==> config.mk <==
export PLATFORM = sky130hd
export DESIGN_NAME = riscv_mem_arbiter
export DESIGN_NICKNAME = d
export VERILOG_FILES = /design/src/rtl/riscv_mem_arbiter.sv
export SDC_FILE = /design/constraint.sdc
export NUM_CORES = 1
export LEC_CHECK = 0
export CAP_MARGIN = 20
export CORE_AREA = 4 4 129 131
export CTS_CLUSTER_SIZE = 30
export DETAILED_ROUTE_END_ITERATION = 8
export DIE_AREA = 0 0 133 135
export PLACE_DENSITY = 0.88
export SLEW_MARGIN = 20
export SYNTH_ARGS = -nofsm -noshare
export SYNTH_HDL_FRONTEND = slang
export SYNTH_SLANG_ARGS = --single-unit
==> constraint.sdc <==
create_clock -name clk -period 2 [get_ports clk]
set_input_delay 0.4 -clock clk [delete_from_list [all_inputs] [get_ports clk]]
set_output_delay 0.4 -clock clk [all_outputs]
set_load 0.01 [all_outputs]
==> src/rtl/riscv_mem_arbiter.sv <==
// Arbitrates instruction fetches and data loads/stores onto a single memory port.
// One transaction in flight at a time; data has priority unless a waiting fetch has starved.
module riscv_mem_arbiter #(
  parameter int unsigned STARVE_MAX = 4,
  parameter int unsigned TIMEOUT    = 255
) (
  input  logic        clk,
  input  logic        reset,
  input  logic        inst_rd_en,
  input  logic [31:0] inst_addr,
  output logic        instr_ready,
  output logic [31:0] instr_data,
  input  logic        data_rd_en_ma,
  input  logic        data_wr_en_ma,
  input  logic [31:0] data_addr,
  input  logic [31:0] data_wr,
  input  logic [3:0]  data_rd_en_ctrl,
  output logic        data_ready,
  output logic [31:0] data_rd,
  output logic        mem_req,
  output logic        mem_we,
  output logic [31:0] mem_addr,
  output logic [31:0] mem_wdata,
  output logic [3:0]  mem_be,
  input  logic        mem_gnt,
  input  logic        mem_rvalid,
  input  logic [31:0] mem_rdata,
  output logic        bus_err,
  output logic        busy
);

  localparam int unsigned SW = (STARVE_MAX < 1) ? 1 : $clog2(STARVE_MAX + 1);
  localparam int unsigned WW = (TIMEOUT < 2) ? 1 : $clog2(TIMEOUT + 1);
  localparam logic [SW-1:0] STARVE_LIM = SW'(STARVE_MAX);
  localparam logic [WW-1:0] WAIT_LAST  = WW'((TIMEOUT > 0) ? TIMEOUT - 1 : 0);

  typedef enum logic [1:0] {S_IDLE, S_ISSUE, S_WAIT, S_RESP} state_t;

  state_t         r_state;
  state_t         w_state_nxt;
  logic [SW-1:0]  r_starve;
  logic [WW-1:0]  r_wait_cnt;
  logic           r_is_fetch;
  logic           r_we;
  logic [31:0]    r_addr;
  logic [31:0]    r_wdata;
  logic [3:0]     r_be;
  logic           r_err;
  logic [31:0]    r_instr_data;
  logic [31:0]    r_data_rd;

  logic           w_data_req;
  logic           w_fetch_wins;
  logic           w_grant;
  logic           w_timeout;
  logic [31:0]    w_resp_data;

  assign w_data_req   = data_rd_en_ma | data_wr_en_ma;
  assign w_fetch_wins = inst_rd_en & (~w_data_req | (r_starve == STARVE_LIM));
  assign w_grant      = (r_state == S_IDLE) & (inst_rd_en | w_data_req);
  assign w_timeout    = (r_wait_cnt == WAIT_LAST);
  assign w_resp_data  = mem_rvalid ? mem_rdata : '0;

  always_comb begin
    w_state_nxt = r_state;
    case (r_state)
      S_IDLE:  if (w_grant) w_state_nxt = S_ISSUE;
      S_ISSUE: if (mem_gnt) w_state_nxt = S_WAIT;
      S_WAIT:  if (mem_rvalid || w_timeout) w_state_nxt = S_RESP;
      S_RESP:  w_state_nxt = S_IDLE;
      default: w_state_nxt = S_IDLE;
    endcase
  end

  always_ff @(posedge clk or negedge reset) begin
    if (!reset) r_state <= S_IDLE;
    else        r_state <= w_state_nxt;
  end

  // Starve count only tracks data wins that happen while a fetch is actually waiting.
  always_ff @(posedge clk or negedge reset) begin
    if (!reset) begin
      r_starve <= '0;
    end else if (!inst_rd_en) begin
      r_starve <= '0;
    end else if (w_grant) begin
      if (w_fetch_wins)                r_starve <= '0;
      else if (r_starve != STARVE_LIM) r_starve <= r_starve + 1'b1;
    end
  end

  always_ff @(posedge clk or negedge reset) begin
    if (!reset) begin
      r_wait_cnt <= '0;
    end else if (r_state == S_WAIT && w_state_nxt == S_WAIT) begin
      r_wait_cnt <= r_wait_cnt + 1'b1;
    end else begin
      r_wait_cnt <= '0;
    end
  end

  always_ff @(posedge clk or negedge reset) begin
    if (!reset) begin
      r_is_fetch <= 1'b0;
      r_we       <= 1'b0;
      r_addr     <= '0;
      r_wdata    <= '0;
      r_be       <= '0;
    end else if (w_grant) begin
      r_is_fetch <= w_fetch_wins;
      r_we       <= ~w_fetch_wins & data_wr_en_ma;
      r_addr     <= w_fetch_wins ? inst_addr : data_addr;
      r_wdata    <= (~w_fetch_wins & data_wr_en_ma) ? data_wr : '0;
      r_be       <= w_fetch_wins ? 4'hF : data_rd_en_ctrl;
    end
  end

  // Read-data outputs load on WAIT->RESP so they are valid during RESP and hold afterwards.
  always_ff @(posedge clk or negedge reset) begin
    if (!reset) begin
      r_err        <= 1'b0;
      r_instr_data <= '0;
      r_data_rd    <= '0;
    end else if (r_state == S_WAIT && w_state_nxt == S_RESP) begin
      r_err <= ~mem_rvalid;
      if (r_is_fetch) r_instr_data <= w_resp_data;
      else            r_data_rd    <= w_resp_data;
    end
  end

  assign mem_req     = (r_state == S_ISSUE);
  assign mem_we      = r_we;
  assign mem_addr    = r_addr;
  assign mem_wdata   = r_wdata;
  assign mem_be      = r_be;
  assign instr_ready = (r_state == S_RESP) & r_is_fetch;
  assign data_ready  = (r_state == S_RESP) & ~r_is_fetch;
  assign bus_err     = (r_state == S_RESP) & r_err;
  assign busy        = (r_state != S_IDLE);
  assign instr_data  = r_instr_data;
  assign data_rd     = r_data_rd;

endmodule

==> summary.txt <==
Yosys
  • Post-synthesis cell area: about 0.0065 sq mm
  • FFs w/ async S/R, synth: 1.000
  • Post-synthesis register bit count: 148
  • Sequential cell area fraction in the yosys report: 0.5690
  • Top FF cell, synth: dfrtp_1
  • Post-Synthesis Cells: between 600 and 700
  • Yosys warning count: 0
  • EDFF count, synth: 0
  • Syn_nets: 779
  • Mean post-synth cell area: 10.23 sq um
  • Netlist cell types: 46

STA
  • Tcrit/Tclk final: 0.9469
  • F_max: 528.0 MHz
  • Final Max Tran Viols: 0
  • RSZ-0062 raised after global routing: no
  • Final worst slack: 0.1062 ns
  • Final min period: 1.894 ns
  • Worst-Margin Slew: 0.4118 ns
  • Hold WS: 0.4717 ns
  • Worst slew margin: 0.7236
  • Final-report setup violation count: 0
  • Final Hold Viols: 0
  • Post-route setup TNS: 0 ns
  • Clk_skew: roughly 0.017 ns

Route
  • # DRC: 0
  • Met1 WL: 8.311 mm
  • TritonRoute pass-1 iters: 5
  • Vias/cell: 5.377
  • Routed length on met2: 9.801 mm
  • Post-DR wirelength/cell: roughly 18 um
  • Top Metal Used: met4
  • Post-route ant nets: 0
  • Drt first-iter violations: 269
  • DR vias: just over 6,000
  • Total length of routed met3 wires: 1.809 mm
  • Final wirelength: 20.37 mm

Cells and area
  • Fin cells: approximately 1,100
  • Commonest cells after routing, fill and taps aside: 270 x clkdlybuf4s50_1, 145 x dfrtp_1, 100 x o21ai_0
  • Share of layout cells above drive strength 1: 0.09052
  • Layout Nets: about 1,100
  • N_diodes: 0
  • Commonest non-fill, non-tap cell in the layout: clkdlybuf4s50_1
  • Area Overhead vs Synth: 58.04%

GRT
  • Initial antenna violation count: 0
  • Remaining Overflow, GRT: 0
  • Pin count of the biggest net entering global routing: 65
  • Vias in the first global route: 6,146
  • First-pass GRT wire length: 31.91 mm
  • GRT Overall Usage: 0.2242

Power and ir drop
  • P_sw: ~4.8 mW
  • Max IR drop VDD: approximately 0.0007 V
  • Comb pwr share: 0.437
  • Flop pwr share: 0.346
  • Leak: about 4.6 nW
  • Internal power: 9.453 mW
  • Share of total power in the clock network: 0.217
  • PD cells: 1388 mW/mm^2
  • Sw Share: 0.3377

Placed design
  • Post-detail-place hpwl: around 15 mm
  • DP Cell Count: 1,103
  • Gpl congestion: 0.8092
  • Dpl ws: -0.06564 ns
  • IO buf count: ~280

Outcome
  • Outcome: finished clean

Clock network
  • Sinks on Clock Net: 148
  • CTS clk-pin slew, worst paths: 0.06 ns
  • Root buffer cell: clkbuf_16
  • CTS tree: yes
  • Clk_lat worst skew: 0.42 ns
  • Clock Path Buffers: 2
  • H-tree levels: 4
  • Number of CTS-inserted buffers: 17

Setup path
  • Kind of end point of the critical path: flop
  • CP startpoint kind: flop
  • Worst EP required: 2.28 ns
  • Crit Path Category: reg2reg
  • Worst Path Arrival: 2.17 ns
  • Worst-path maximum fanout: 27

Floorplanning
  • DIE AREA: 0.01796 sq mm
  • Core area: 0.01560 sq mm
  • Die H: between 100 and 150 um
  • Row count: 46
  • Die W: 133 um
  • Initial core utilization: 0.4173
  • IO Pins: 277

Min path
  • Worst min path class: in2async

Flow run
  • # Max-Cap Violations: 0
cell families after synthesis:
| kind of cell | after synthesis | share of synthesized area |
|---|---|---|
| AO/OA/AOI/OAI | 284 | 0.2776 |
| flip-flops | 148 | 0.5690 |
| buffers and inverters | 127 | 0.08458 |
| AND/OR/NAND/NOR | 70 | 0.05710 |
| adder cells (fa/ha/maj) | 4 | 0.007690 |
| XOR/XNOR | 3 | 0.004038 |
metrics by stage:
stage,power (mW),area [sq um],util
floorplan,7.636,6509,-
global placement,10.93,9632,0.6175
detailed placement,11.13,9632,0.6175
CTS,14.37,10270,0.6586
global route,15.10,10290,0.6595
finish,14.27,10290,0.6595
critical path: stages (launching register included):
cell and delay (ns):
dfrtp_2 0.45, buf_1 0.16, buf_4 0.18, or3b_4 0.45, buf_12 0.19, a22oi_1 0.20, o21ai_0 0.12
worst paths after layout:
path | startpoint | endpoint | slack, ns | cells after the start
setup / recovery | r_state[0] | data_rd[27] | 0.11 | 6
max in group asynchronous | reset | mem_addr[21] | 0.94 | 3
hold reg to reg | mem_we | mem_we | 0.50 | 1
hold / removal | reset | instr_data[7] | 0.47 | 2
setup reg to reg | r_state[0] | data_rd[27] | 0.11 | 6
min in group clk | mem_we | mem_we | 0.50 | 1
cells in the mapped netlist, types with 6 or more instances:
master | n | share of area
dfrtp_1 | 148 | 0.57
o21ai_0 | 100 | 0.077
inv_1 | 70 | 0.040
a22oi_1 | 64 | 0.074
a21oi_1 | 37 | 0.028
nand3_1 | 37 | 0.028
a31oi_1 | 33 | 0.032
a22o_1 | 32 | 0.043
clkbuf_1 | 28 | 0.016
buf_2 | 17 | 0.013
nor2_1 | 7 | 0.0040
nand2_1 | 6 | 0.0035
routing by layer:
metal / vias to the layer above / track usage
li1: 2863 / -
met5: - / 0
met1: 2972 / 0.2806
met3: 28 / 0.06855
met4: 0 / 0.08199
met2: 288 / 0.3688
final cells by class:
class / count / area, sq um
Fill cell: 1180 / 5311
Sequential cell: 148 / 3707
Timing Repair Buffer: 317 / 3173
Multi-Input combinational cell: 361 / 2297
Clock buffer: 19 / 452.9
Tap cell: 216 / 270.3
Inverter: 71 / 266.5
Clock inverter: 12 / 118.9
registers in the layout (all words and copies together) (netlist names):
register / flops
mem_addr: 32
mem_we: 1
instr_data: 32
mem_wdata: 32
r_starve: 3
r_state: 2
r_err: 1
r_is_fetch: 1
mem_be: 4
data_rd: 32
r_wait_cnt: 8
what timing repair did:
| item | in CTS | in global routing |
|---|---|---|
| buffers inserted | 8 | 1 |
| endpoints found under the setup margin | 5 | 6 |
| endpoints found under the hold margin | 33 | 0 |
| hold buffers | 1 | 0 |
| resized for setup | 7 | 3 |
| gates cloned | 0 | 0 |
| pin swaps | 0 | 0 |
power by group through the flow:
stage               Sequential (mW)  Combinational [mW]  Clock [mW]
CTS                            4.93                6.29        3.16
finish                         4.93                6.24        3.10
detailed placement             5.01                6.12           0
global route                   5.08                6.72        3.30
global placement               4.95                5.97           0
floorplan                      5.36                2.27           0
(Power assumes the default switching activity.)
==> variant: new RTL, config.mk and constraints unchanged <==
Re-encode `state_t` (4 states) as Gray code, 2 bits wide.
--- a/src/rtl/riscv_mem_arbiter.sv
+++ b/src/rtl/riscv_mem_arbiter.sv
@@ -34,7 +34,7 @@
   localparam logic [SW-1:0] STARVE_LIM = SW'(STARVE_MAX);
   localparam logic [WW-1:0] WAIT_LAST  = WW'((TIMEOUT > 0) ? TIMEOUT - 1 : 0);
 
-  typedef enum logic [1:0] {S_IDLE, S_ISSUE, S_WAIT, S_RESP} state_t;
+  typedef enum logic [1:0] {S_IDLE = 2'b00, S_ISSUE = 2'b01, S_WAIT = 2'b11, S_RESP = 2'b10} state_t;
 
   state_t         r_state;
   state_t         w_state_nxt;
Function: no difference found for any inputs over 4 cycles, from zero or initial values and one cycle with reset low; so few cycles prove little.
==> variant against the original RTL <==
First-iteration DRC count is 22% higher. Setup slack improved by 2.1 ps. Final area grew 0.77%. Sequential cell count is the same. Total power hardly changed. Wire length increased by 2.9%. Cell count fell by 3.1%. Die area is the same. Area after synthesis is 2.1% higher.
==> variant: results (changes against the original RTL) <==
| Metric | Value |
|---|---|
| Gr usage total | `23.1% (+0.70 points)` |
| Max transition margin | `61.0% (-11 points)` |
| Vias in the first global route | `6432 (+4.7%)` |
| Post-Synth Adder-Cell Area | `0.753% (-0.016 points)` |
| Synth Area in XOR/XNOR | `0.395% (-0.0084 points)` |
| Leak | `4.63 nW (-0.23%)` |
| Post-DR vias/cell | `5.53 (+2.9%)` |
| GR Util met3 | `6.30% (-0.56 points)` |
| Starting DRT DRC Count | `328 (+22%)` |
| Syn_nets | `745 (-4.4%)` |
| Met2 usage | `38.9% (+2.1 points)` |
| Placed cell count | `1074 (-2.6%)` |
| Largest cells by area after synthesis | `dfrtp_1 (56%), a22oi_1 (7.2%), o21ai_0 (5.9%)` |
| M1 GR Usage | `28.6% (+0.52 points)` |
| Synth cell types | `45 (-2.2%)` |
| Clock Skew | `8.38 ps (-8.45 ps)` |
| Worst VDD drop | `0.864 mV (+23%)` |
| Crit-path max cell delay | `430 ps (-20 ps)` |
| WL/cell | `18.9 um (+6.2%)` |
| Largest fanout on the critical path | `6 (-78%)` |
| Seq/Total Area, Yosys | `55.7% (-1.2 points)` |
| Global-route wire length before repair | `33.3 mm (+4.2%)` |
| Largest net degree at the start of global routing | `62 (-4.6%)` |
| Compound-cell area share of the yosys netlist | `29.8% (+2.0 points)` |
| Status | `finished clean` |
| Dpl hpwl | `14.6 mm (-0.87%)` |
variant: changes by cell type after synthesis, sizes merged, moves of 4 or more:
cell,change
a311oi,+32
a31oi,-31
buf,+12
o21ai,-4
a21oi,-33
nand3,-27
clkbuf,-14
a2bb2oi,+32
variant: worst register-to-register path, cell delays in order (launching register included):
cell and delay (ps):
dfrtp_2 460, buf_4 170, nor2_4 110, inv_2 50, buf_4 150, nor2_8 480, a2bb2oi_1 240
variant: layout make-up:
type                            instances  area [um^2]
Clock buffer                           18          429
Clock inverter                         14          201
Fill cell                            1158         5230
Inverter                               69          259
Multi-Input combinational cell        331         2370
Sequential cell                       148         3710
Tap cell                              216          270
Timing Repair Buffer                  313         3130
variant: layer usage:
layer  part of all wire, %  vias up
li1                      -     2791
met1                    40     3008
met2                    50      302
met3                   8.5       36
met4                   1.9        0
met5                     0        -
variant: timing repair:
item                                    in CTS  in global routing
resized for setup                            7                  3
hold buffers                                 1                  0
hold endpoints to repair                    32                  0
endpoints found under the setup margin       5                  1
buffers inserted                             2                  0
variant: kinds of logic (layout without fill, tap and decap cells):
kind of cell | Yosys count | in the layout
fa+ha+maj | 4 | 4
buf+inv | 123 | 414
simple gates | 45 | 45
compound gates | 279 | 279
flops | 148 | 148
xor+xnor | 3 | 3
variant: path summary, 6_finish.rpt:
| kind | from | endpoint | slack (ps) | depth (start not counted) |
|---|---|---|---|---|
| max | r_state[0]$_DFF_PN0_ | bus_err | 110 | 3 |
| min | reset | instr_data[26]$_DFFE_PN0P_ | 460 | 2 |
| max reg2reg | r_state[1]$_DFF_PN0_ | mem_addr[9]$_DFFE_PN0P_ | 270 | 6 |
| min reg2reg | mem_we$_DFFE_PN0P_ | mem_we$_DFFE_PN0P_ | 470 | 1 |
| max in group asynchronous | reset | mem_addr[15]$_DFFE_PN0P_ | 970 | 3 |
| min in group clk | mem_we$_DFFE_PN0P_ | mem_we$_DFFE_PN0P_ | 470 | 1 |
variant: metrics by stage:
| stage | cell area [um^2] | total power, W | setup WS (ps) | hold slack [ps] |
|---|---|---|---|---|
| floorplan | 6650 | 0.00771 | 560 | 104 |
| global placement | 9720 | 0.0107 | -112 | 326 |
| detailed placement | 9720 | 0.0109 | -181 | 326 |
| CTS | 10400 | 0.0144 | 65.9 | 443 |
| global route | 10400 | 0.0151 | 28.7 | 477 |
| finish | 10400 | 0.0143 | 108 | 456 |
variant: report_power, final:
| part | leakage (nW) | total (W) | internal, W | switching [W] |
|---|---|---|---|---|
| Clock | 0.295 | 0.00340 | 0.00211 | 0.00129 |
| Combinational | 2.71 | 0.00614 | 0.00348 | 0.00265 |
| Sequential | 1.63 | 0.00475 | 0.00403 | 0.000722 |
| Total | 4.63 | 0.0143 | 0.00962 | 0.00467 |
